==> src/rtl/bmem_frame_scaler_if.sv <==
// Bus bundle for bmem_frame_scaler: frame control, block-memory read port and pixel output.
// The master view belongs to the scaler; the slave view belongs to memory and the frame-buffer side.
interface bmem_frame_scaler_if #(
  parameter int unsigned DATA_W = 12,
  parameter int unsigned ADDR_W = 11
);
  logic              iDONE;
  logic              iCONT;
  logic [1:0]        iMODE;
  logic [DATA_W-1:0] iTHRESH;
  logic [DATA_W-1:0] iBORDER;
  logic              oREN;
  logic [ADDR_W-1:0] oADDR;
  logic [DATA_W-1:0] iDATA;
  logic [DATA_W-1:0] oDATA;
  logic              oDVAL;
  logic              oBUSY;
  logic [15:0]       oFRAME_CNT;

  modport master (
    input  iDONE, iCONT, iMODE, iTHRESH, iBORDER, iDATA,
    output oREN, oADDR, oDATA, oDVAL, oBUSY, oFRAME_CNT
  );

  modport slave (
    output iDONE, iCONT, iMODE, iTHRESH, iBORDER, iDATA,
    input  oREN, oADDR, oDATA, oDVAL, oBUSY, oFRAME_CNT
  );
endinterface

==> src/rtl/bmem_frame_scaler.sv <==
// Streams a block-memory image as a full raster: nearest-neighbour upscale by SCALE at
// (X_OFF, Y_OFF), border fill elsewhere, one pixel per clock with a fixed 2-cycle latency.
module bmem_frame_scaler #(
  parameter int unsigned IMG_W  = 28,
  parameter int unsigned IMG_H  = 28,
  parameter int unsigned SCALE  = 16,
  parameter int unsigned OUT_W  = 640,
  parameter int unsigned OUT_H  = 480,
  parameter int unsigned X_OFF  = 96,
  parameter int unsigned Y_OFF  = 16,
  parameter int unsigned DATA_W = 12,
  parameter int unsigned ADDR_W = 11
) (
  input logic                 iCLK,
  input logic                 iRST_N,
  bmem_frame_scaler_if.master bus
);

  localparam int unsigned XW    = (OUT_W > 1) ? $clog2(OUT_W) : 1;
  localparam int unsigned YW    = (OUT_H > 1) ? $clog2(OUT_H) : 1;
  localparam int unsigned SXW   = $clog2(IMG_W + 1);
  localparam int unsigned SUBW  = (SCALE > 1) ? $clog2(SCALE) : 1;
  localparam int unsigned X_END = X_OFF + IMG_W * SCALE;
  localparam int unsigned Y_END = Y_OFF + IMG_H * SCALE;

  localparam logic [1:0] ST_IDLE  = 2'd0;
  localparam logic [1:0] ST_RUN   = 2'd1;
  localparam logic [1:0] ST_DRAIN = 2'd2;

  if ((X_END > OUT_W) || (Y_END > OUT_H) || (SCALE < 1)) begin : g_bad_window
    $error("bmem_frame_scaler: image window does not fit in the output raster");
  end
  if ((64'd1 << ADDR_W) < 64'(IMG_W * IMG_H)) begin : g_bad_addr
    $error("bmem_frame_scaler: ADDR_W too small for IMG_W*IMG_H");
  end

  logic [1:0]        r_state, w_state;
  logic              r_drain, w_drain;
  logic              r_pend, w_pend;
  logic [XW-1:0]     r_x, w_x;
  logic [YW-1:0]     r_y, w_y;
  logic              r_in_x, w_in_x;
  logic              r_in_y, w_in_y;
  logic [SUBW-1:0]   r_sx_sub, w_sx_sub;
  logic [SXW-1:0]    r_sx, w_sx;
  logic [SUBW-1:0]   r_sy_sub, w_sy_sub;
  logic [ADDR_W-1:0] r_row_base, w_row_base;
  logic              r_s1_val, r_s1_in, r_s1_last;
  logic              r_dval;
  logic [DATA_W-1:0] r_data, w_pix;
  logic [15:0]       r_frame_cnt;

  logic        w_run, w_x_last, w_y_last, w_frame_end, w_restart, w_start, w_inside;
  int unsigned w_x_inc, w_y_inc;

  assign w_run       = (r_state == ST_RUN);
  assign w_x_last    = (r_x == XW'(OUT_W - 1));
  assign w_y_last    = (r_y == YW'(OUT_H - 1));
  assign w_frame_end = w_run & w_x_last & w_y_last;
  assign w_restart   = r_pend | bus.iCONT | bus.iDONE;
  assign w_inside    = r_in_x & r_in_y;
  assign w_x_inc     = 32'(r_x) + 32'd1;
  assign w_y_inc     = 32'(r_y) + 32'd1;

  // A restart decided on the last counter cycle keeps RUN, so back-to-back frames have no gap.
  always_comb begin
    w_state = r_state;
    w_drain = r_drain;
    case (r_state)
      ST_IDLE:  if (bus.iDONE) w_state = ST_RUN;
      ST_RUN: begin
        if (w_frame_end && !w_restart) begin
          w_state = ST_DRAIN;
          w_drain = 1'b0;
        end
      end
      ST_DRAIN: begin
        if (r_drain) w_state = w_restart ? ST_RUN : ST_IDLE;
        else         w_drain = 1'b1;
      end
      default:  w_state = ST_IDLE;
    endcase
    w_start = ((r_state != ST_RUN) && (w_state == ST_RUN)) || (w_frame_end && w_restart);
    w_pend  = w_start ? 1'b0 : (r_pend | (bus.iDONE & (r_state != ST_IDLE)));
  end

  // Raster and source-address counters; sub-counters replace a divide by SCALE.
  always_comb begin
    w_x        = r_x;
    w_y        = r_y;
    w_in_x     = r_in_x;
    w_in_y     = r_in_y;
    w_sx       = r_sx;
    w_sx_sub   = r_sx_sub;
    w_sy_sub   = r_sy_sub;
    w_row_base = r_row_base;
    if (w_run) begin
      if (w_x_last) begin
        w_x      = '0;
        w_in_x   = (X_OFF == 0);
        w_sx     = '0;
        w_sx_sub = '0;
        if (w_y_last) begin
          w_y        = '0;
          w_in_y     = (Y_OFF == 0);
          w_sy_sub   = '0;
          w_row_base = '0;
        end else begin
          w_y = r_y + YW'(1);
          if (w_y_inc == Y_OFF)      w_in_y = 1'b1;
          else if (w_y_inc == Y_END) w_in_y = 1'b0;
          if (r_in_y) begin
            if (r_sy_sub == SUBW'(SCALE - 1)) begin
              w_sy_sub   = '0;
              w_row_base = r_row_base + ADDR_W'(IMG_W);
            end else begin
              w_sy_sub = r_sy_sub + SUBW'(1);
            end
          end
        end
      end else begin
        w_x = r_x + XW'(1);
        if (w_x_inc == X_OFF)      w_in_x = 1'b1;
        else if (w_x_inc == X_END) w_in_x = 1'b0;
        if (r_in_x) begin
          if (r_sx_sub == SUBW'(SCALE - 1)) begin
            w_sx_sub = '0;
            w_sx     = r_sx + SXW'(1);
          end else begin
            w_sx_sub = r_sx_sub + SUBW'(1);
          end
        end
      end
    end
  end

  // Pixel transform applies to in-window data only; border passes through untouched.
  always_comb begin
    w_pix = bus.iBORDER;
    if (r_s1_in) begin
      case (bus.iMODE)
        2'd1:    w_pix = ~bus.iDATA;
        2'd2:    w_pix = (bus.iDATA >= bus.iTHRESH) ? '1 : '0;
        default: w_pix = bus.iDATA;
      endcase
    end
  end

  always_ff @(posedge iCLK or negedge iRST_N) begin
    if (!iRST_N) begin
      r_state     <= ST_IDLE;
      r_drain     <= 1'b0;
      r_pend      <= 1'b0;
      r_x         <= '0;
      r_y         <= '0;
      r_in_x      <= (X_OFF == 0);
      r_in_y      <= (Y_OFF == 0);
      r_sx        <= '0;
      r_sx_sub    <= '0;
      r_sy_sub    <= '0;
      r_row_base  <= '0;
      r_s1_val    <= 1'b0;
      r_s1_in     <= 1'b0;
      r_s1_last   <= 1'b0;
      r_dval      <= 1'b0;
      r_data      <= '0;
      r_frame_cnt <= '0;
    end else begin
      r_state    <= w_state;
      r_drain    <= w_drain;
      r_pend     <= w_pend;
      r_x        <= w_x;
      r_y        <= w_y;
      r_in_x     <= w_in_x;
      r_in_y     <= w_in_y;
      r_sx       <= w_sx;
      r_sx_sub   <= w_sx_sub;
      r_sy_sub   <= w_sy_sub;
      r_row_base <= w_row_base;
      r_s1_val   <= w_run;
      r_s1_in    <= w_inside;
      r_s1_last  <= w_frame_end;
      r_dval     <= r_s1_val;
      if (r_s1_val)  r_data      <= w_pix;
      if (r_s1_last) r_frame_cnt <= r_frame_cnt + 16'd1;
    end
  end

  assign bus.oREN       = w_run & w_inside;
  assign bus.oADDR      = r_row_base + ADDR_W'(r_sx);
  assign bus.oDATA      = r_data;
  assign bus.oDVAL      = r_dval;
  assign bus.oBUSY      = (r_state != ST_IDLE);
  assign bus.oFRAME_CNT = r_frame_cnt;

endmodule
==> src/flat_wrapper.sv <==
// flat-port wrapper written by rule: the top's interface ports become plain ports
module bmem_frame_scaler_flat 
#(
  parameter int unsigned IMG_W  = 28,
  parameter int unsigned IMG_H  = 28,
  parameter int unsigned SCALE  = 16,
  parameter int unsigned OUT_W  = 640,
  parameter int unsigned OUT_H  = 480,
  parameter int unsigned X_OFF  = 96,
  parameter int unsigned Y_OFF  = 16,
  parameter int unsigned DATA_W = 12,
  parameter int unsigned ADDR_W = 11
)
  (iCLK, iRST_N, bus_iDONE, bus_iCONT, bus_iMODE, bus_iTHRESH, bus_iBORDER, bus_iDATA, bus_oREN, bus_oADDR, bus_oDATA, bus_oDVAL, bus_oBUSY, bus_oFRAME_CNT);
  bmem_frame_scaler_if #(.DATA_W(DATA_W), .ADDR_W(ADDR_W)) bus_i ();
  input logic iCLK;
  input logic iRST_N;
  input wire logic [$bits(bus_i.iDONE)-1:0] bus_iDONE;
  input wire logic [$bits(bus_i.iCONT)-1:0] bus_iCONT;
  input wire logic [$bits(bus_i.iMODE)-1:0] bus_iMODE;
  input wire logic [$bits(bus_i.iTHRESH)-1:0] bus_iTHRESH;
  input wire logic [$bits(bus_i.iBORDER)-1:0] bus_iBORDER;
  input wire logic [$bits(bus_i.iDATA)-1:0] bus_iDATA;
  output wire logic [$bits(bus_i.oREN)-1:0] bus_oREN;
  output wire logic [$bits(bus_i.oADDR)-1:0] bus_oADDR;
  output wire logic [$bits(bus_i.oDATA)-1:0] bus_oDATA;
  output wire logic [$bits(bus_i.oDVAL)-1:0] bus_oDVAL;
  output wire logic [$bits(bus_i.oBUSY)-1:0] bus_oBUSY;
  output wire logic [$bits(bus_i.oFRAME_CNT)-1:0] bus_oFRAME_CNT;
  assign bus_i.iDONE = bus_iDONE;
  assign bus_i.iCONT = bus_iCONT;
  assign bus_i.iMODE = bus_iMODE;
  assign bus_i.iTHRESH = bus_iTHRESH;
  assign bus_i.iBORDER = bus_iBORDER;
  assign bus_i.iDATA = bus_iDATA;
  assign bus_oREN = bus_i.oREN;
  assign bus_oADDR = bus_i.oADDR;
  assign bus_oDATA = bus_i.oDATA;
  assign bus_oDVAL = bus_i.oDVAL;
  assign bus_oBUSY = bus_i.oBUSY;
  assign bus_oFRAME_CNT = bus_i.oFRAME_CNT;
  bmem_frame_scaler #(.IMG_W(IMG_W), .IMG_H(IMG_H), .SCALE(SCALE), .OUT_W(OUT_W), .OUT_H(OUT_H), .X_OFF(X_OFF), .Y_OFF(Y_OFF), .DATA_W(DATA_W), .ADDR_W(ADDR_W)) u_core (.iCLK(iCLK), .iRST_N(iRST_N), .bus(bus_i));
endmodule
==> config.mk <==
export PLATFORM = sky130hd
export DESIGN_NAME = bmem_frame_scaler_flat
export DESIGN_NICKNAME = d
export VERILOG_FILES = /design/src/rtl/bmem_frame_scaler_if.sv /design/src/rtl/bmem_frame_scaler.sv /design/src/flat_wrapper.sv
export SDC_FILE = /design/constraint.sdc
export NUM_CORES = 1
export LEC_CHECK = 0
export ABC_CLOCK_PERIOD_IN_PS = 2490
export CAP_MARGIN = 30
export CORE_MARGIN = 1.5
export CORE_UTILIZATION = 53
export CTS_CLUSTER_DIAMETER = 80
export DETAILED_ROUTE_END_ITERATION = 8
export PLACE_DENSITY_LB_ADDON = 0.25
export SLEW_MARGIN = 10
export SYNTH_ARGS = -nofsm -noshare
export SYNTH_HDL_FRONTEND = slang
export SYNTH_SLANG_ARGS = --single-unit
==> constraint.sdc <==
create_clock -name iCLK -period 2.49 [get_ports iCLK]
set_input_delay 0.249 -clock iCLK [delete_from_list [all_inputs] [get_ports iCLK]]
set_output_delay 0.249 -clock iCLK [all_outputs]
set_load 0.03 [all_outputs]
==> flow_metrics.env <==
export IMPL_cts_root_buffer="clkbuf_8"
export IMPL_finalCritPeriodShare=0.957
export IMPL_die_y_um=97.0
export IMPL_cts_setup_buffers=0
export IMPL_synth_common_cells="dfrtp_1 (79), a21oi_1 (55), nand2_1 (54), nor2_1 (35), inv_1 (34)"
export IMPL_critical_path_class="flop to output pin"
export IMPL_num_io_pins=84
export IMPL_hp_start="u_core.r_s1_val"
export IMPL_grt_pass1_vias=3814
export IMPL_layout_drive_gt1_share=0.0750
export IMPL_seqPwrFrac=0.519
export IMPL_cts_buffer_depth=2
export IMPL_p_sw_mw=0.787
export IMPL_gp_congestion=0.882
export IMPL_power_switching_share=0.279
export IMPL_clock_latency_ns=0.35
export IMPL_fin_nets=674
export IMPL_cts_buffers_inserted=9
export IMPL_final_area_sq_mm=0.00581
export IMPL_dpl_hpwl_um=7820
export IMPL_setup_worst_path_end_class="output pin"
export IMPL_clock_sinks=79
export IMPL_mappedNetlistArea_sq_mm=0.00468
export IMPL_yosysMostFrequentCell="dfrtp_1"
export IMPL_cts_tree="built"
export IMPL_slowest_stage="clkdlybuf4s50_1"
export IMPL_ff2ff_path_depth=5
export IMPL_antenna_found_initial=0
export IMPL_hold_viol=0
export IMPL_synth_top_cells_by_area="dfrtp_1 (42%), ha_1 (6.4%), a21oi_1 (5.9%), nand2_1 (4.3%), xnor2_1 (4.3%)"
export IMPL_coreArea_sq_mm=0.00864
export IMPL_arrival_ns=2.13
export IMPL_run_status="finished, final reports clean"
export IMPL_critPathRequiredTime_ns=2.24
export IMPL_synth_cell_types=55
export IMPL_whs_endpoint="u_core.bus.oDVAL"
export IMPL_p_per_area_mw_per_mm2=486
export IMPL_min_path_cells=0
export IMPL_p_leak_nw=2.63
export IMPL_max_stage_delay_ns=0.69
export IMPL_cts_clk_slew_worst_paths_ns=0.08
export IMPL_vias=4113
export IMPL_rows=34
export IMPL_die_w_um=97.0
export IMPL_hold_class="flop to flop"
export IMPL_track_usage=0.227
export IMPL_p_comb_frac=0.153
export IMPL_timing_final_crit_period_ns=2.38
export IMPL_setup_viol=0
export IMPL_first_pass_iters=4
export IMPL_drc=0
export IMPL_start_util=0.542
export IMPL_synthFlopType="dfrtp_1"
export IMPL_vias_per_cell=5.70
export IMPL_max_cap_violations=0
export IMPL_die_area_sq_mm=0.00941
export IMPL_synth_top_cell_area_share=0.422
export IMPL_synth_seq_cells=79
export IMPL_crit_fanout=4
export IMPL_synth_async_reset_ratio=1.00
export IMPL_fin_util=0.672
export IMPL_startpoint_type="flop"
export IMPL_p_int_mw=2.03
export IMPL_fmax_mhz=420
export IMPL_ys_warn_count=0
export IMPL_drt_initial_drc_count=172
export IMPL_postPlaceCellArea_sq_mm=0.00561
export IMPL_grt_pass1_wl_um=17600
export IMPL_vdd_drop_max_mv=0.383
export IMPL_clkPwrFrac=0.328
export IMPL_io_buffers=83
export IMPL_skew_ns=0.0127
export IMPL_finalSetupTns_ns=0
export IMPL_ant_nets=0
export IMPL_cts_max_level=3
export IMPL_synth_nets=597
export IMPL_cp_cell_sequence="ha_1, a21oi_2, xnor2_1, clkdlybuf4s50_1"
export IMPL_area_growth_syn_to_layout_pct=24.0
export IMPL_syn_area_per_cell_sq_um=8.82
export IMPL_grt_max_degree=44
export IMPL_worst_pin_slew_ns=0.636
export IMPL_drv_slew=0
export IMPL_n_antenna_cell=0
export IMPL_syn_inst=531
export IMPL_rsz0062_at_grt="false"
export IMPL_r2r_end="u_core.r_in_y"
export IMPL_synth_edff_count=0
export IMPL_yosys_area_top_type="dfrtp_1"
export IMPL_rr_startpoint="u_core.r_y[0]"
export IMPL_r2r_slack_ns=0.30
export IMPL_slew_headroom=0.576
export IMPL_ys_seq_area_frac=0.422
export IMPL_power_total_mw=2.82
export IMPL_wl_per_cell_um=14.5
export IMPL_drt_total_wl_um=10400
export IMPL_grt_overflow_total=0
how the worst max path moves through the flow:
stage,from,end,slack [ns]
2_1_floorplan,u_core.r_row_base[3],bus_oADDR[10],0.22
3_3_place_gp,u_core.r_row_base[3],bus_oADDR[5],0.25
3_5_place_dp,bus_iDATA[0],u_core.bus.oDATA[2],0.19
4_1_cts,u_core.r_row_base[3],bus_oADDR[4],0.03
5_1_grt,u_core.r_row_base[3],bus_oADDR[7],0.01
6_report,u_core.r_row_base[3],bus_oADDR[4],0.11
per-stage QoR:
step           worst slack (ns)  hold WS, ns  instances
3_5_place_dp              0.194        0.249        704
3_3_place_gp              0.254        0.360        703
2_1_floorplan             0.224      -0.0466        531
5_1_grt                  0.0115        0.403        721
6_report                  0.108        0.391        721
4_1_cts                  0.0321        0.395        721
cell usage in the layout, fill, tap and decap left out, types with 13 or more instances in the layout:
cell,Yosys,layout
dfrtp_1,79,79
clkdlybuf4s50_1,0,76
a21oi_1,55,54
nand2_1,54,54
nor2_1,35,35
inv_1,34,34
o21ai_0,32,32
nand3_1,28,28
ha_1,24,24
xnor2_1,23,23
nand4_1,18,18
buf_4,4,18
nand2b_1,16,16
a31oi_1,14,14
xor2_1,13,13
flip-flops by register name (all words and copies together), names as in the netlist:
register               cells
u_core.bus.oFRAME_CNT     16
u_core.bus.oDATA          12
u_core.r_x                10
u_core.r_row_base          9
u_core.r_y                 9
u_core.r_sx                5
u_core.r_sx_sub            4
u_core.r_sy_sub            4
u_core.r_state             2
u_core.bus.oDVAL           1
u_core.r_drain             1
u_core.r_in_x              1
u_core.r_in_y              1
u_core.r_pend              1
u_core.r_s1_in             1
u_core.r_s1_last           1
u_core.r_s1_val            1
logic make-up after synthesis:
group / after synthesis / synth area share
muxes: 4 / 0.00935
xor gates and xnor gates: 36 / 0.0673
DFF: 79 / 0.422
and+or+nand+nor: 191 / 0.206
buffers and inverters: 65 / 0.0572
AOI/OAI and AO/OA: 132 / 0.174
adders and majority gates: 24 / 0.0641
critical path: cells and delay by family, from the launching register on:
| family | cells | cell delay (ns) |
|---|---|---|
| compound gates | 1 | 0.18 |
| xor+xnor | 1 | 0.13 |
| fa+ha+maj | 1 | 0.36 |
| buf+inv | 1 | 0.69 |
| flops | 1 | 0.43 |
power by group through the flow:
| stage | Clock [mW] | Combinational, mW | Sequential (mW) |
|---|---|---|---|
| 2_1_floorplan | 0 | 0.240 | 1.48 |
| 3_3_place_gp | 0 | 0.413 | 1.48 |
| 3_5_place_dp | 0 | 0.434 | 1.48 |
| 4_1_cts | 0.950 | 0.435 | 1.46 |
| 5_1_grt | 0.996 | 0.479 | 1.48 |
| 6_report | 0.926 | 0.430 | 1.46 |
routing by layer:
| layer | vias up | track usage | share of wire |
|---|---|---|---|
| li1 | 2026 | - | - |
| met1 | 1971 | 0.293 | 0.46 |
| met2 | 105 | 0.388 | 0.49 |
| met3 | 11 | 0.0470 | 0.042 |
| met4 | 0 | 0.0613 | 0.010 |
| met5 | - | 0 | 0 |
area by class of cell:
class / instances / area, sq um
inverters: 34 / 128
well taps: 108 / 135
repair buffers: 97 / 935
clock inverters: 6 / 61.3
multi-input cells: 387 / 2440
clock buffers: 10 / 128
fillers: 708 / 2830
flip-flops and latches: 79 / 1980
what timing repair did:
item,CTS,global route
gates cloned,0,0
pin swaps,0,0
endpoints found under the setup margin,1,5
gates resized for setup,1,1
hold endpoints to repair,36,0
hold buffers,1,0
No activity file was read; power rests on OpenSTA's default activity.
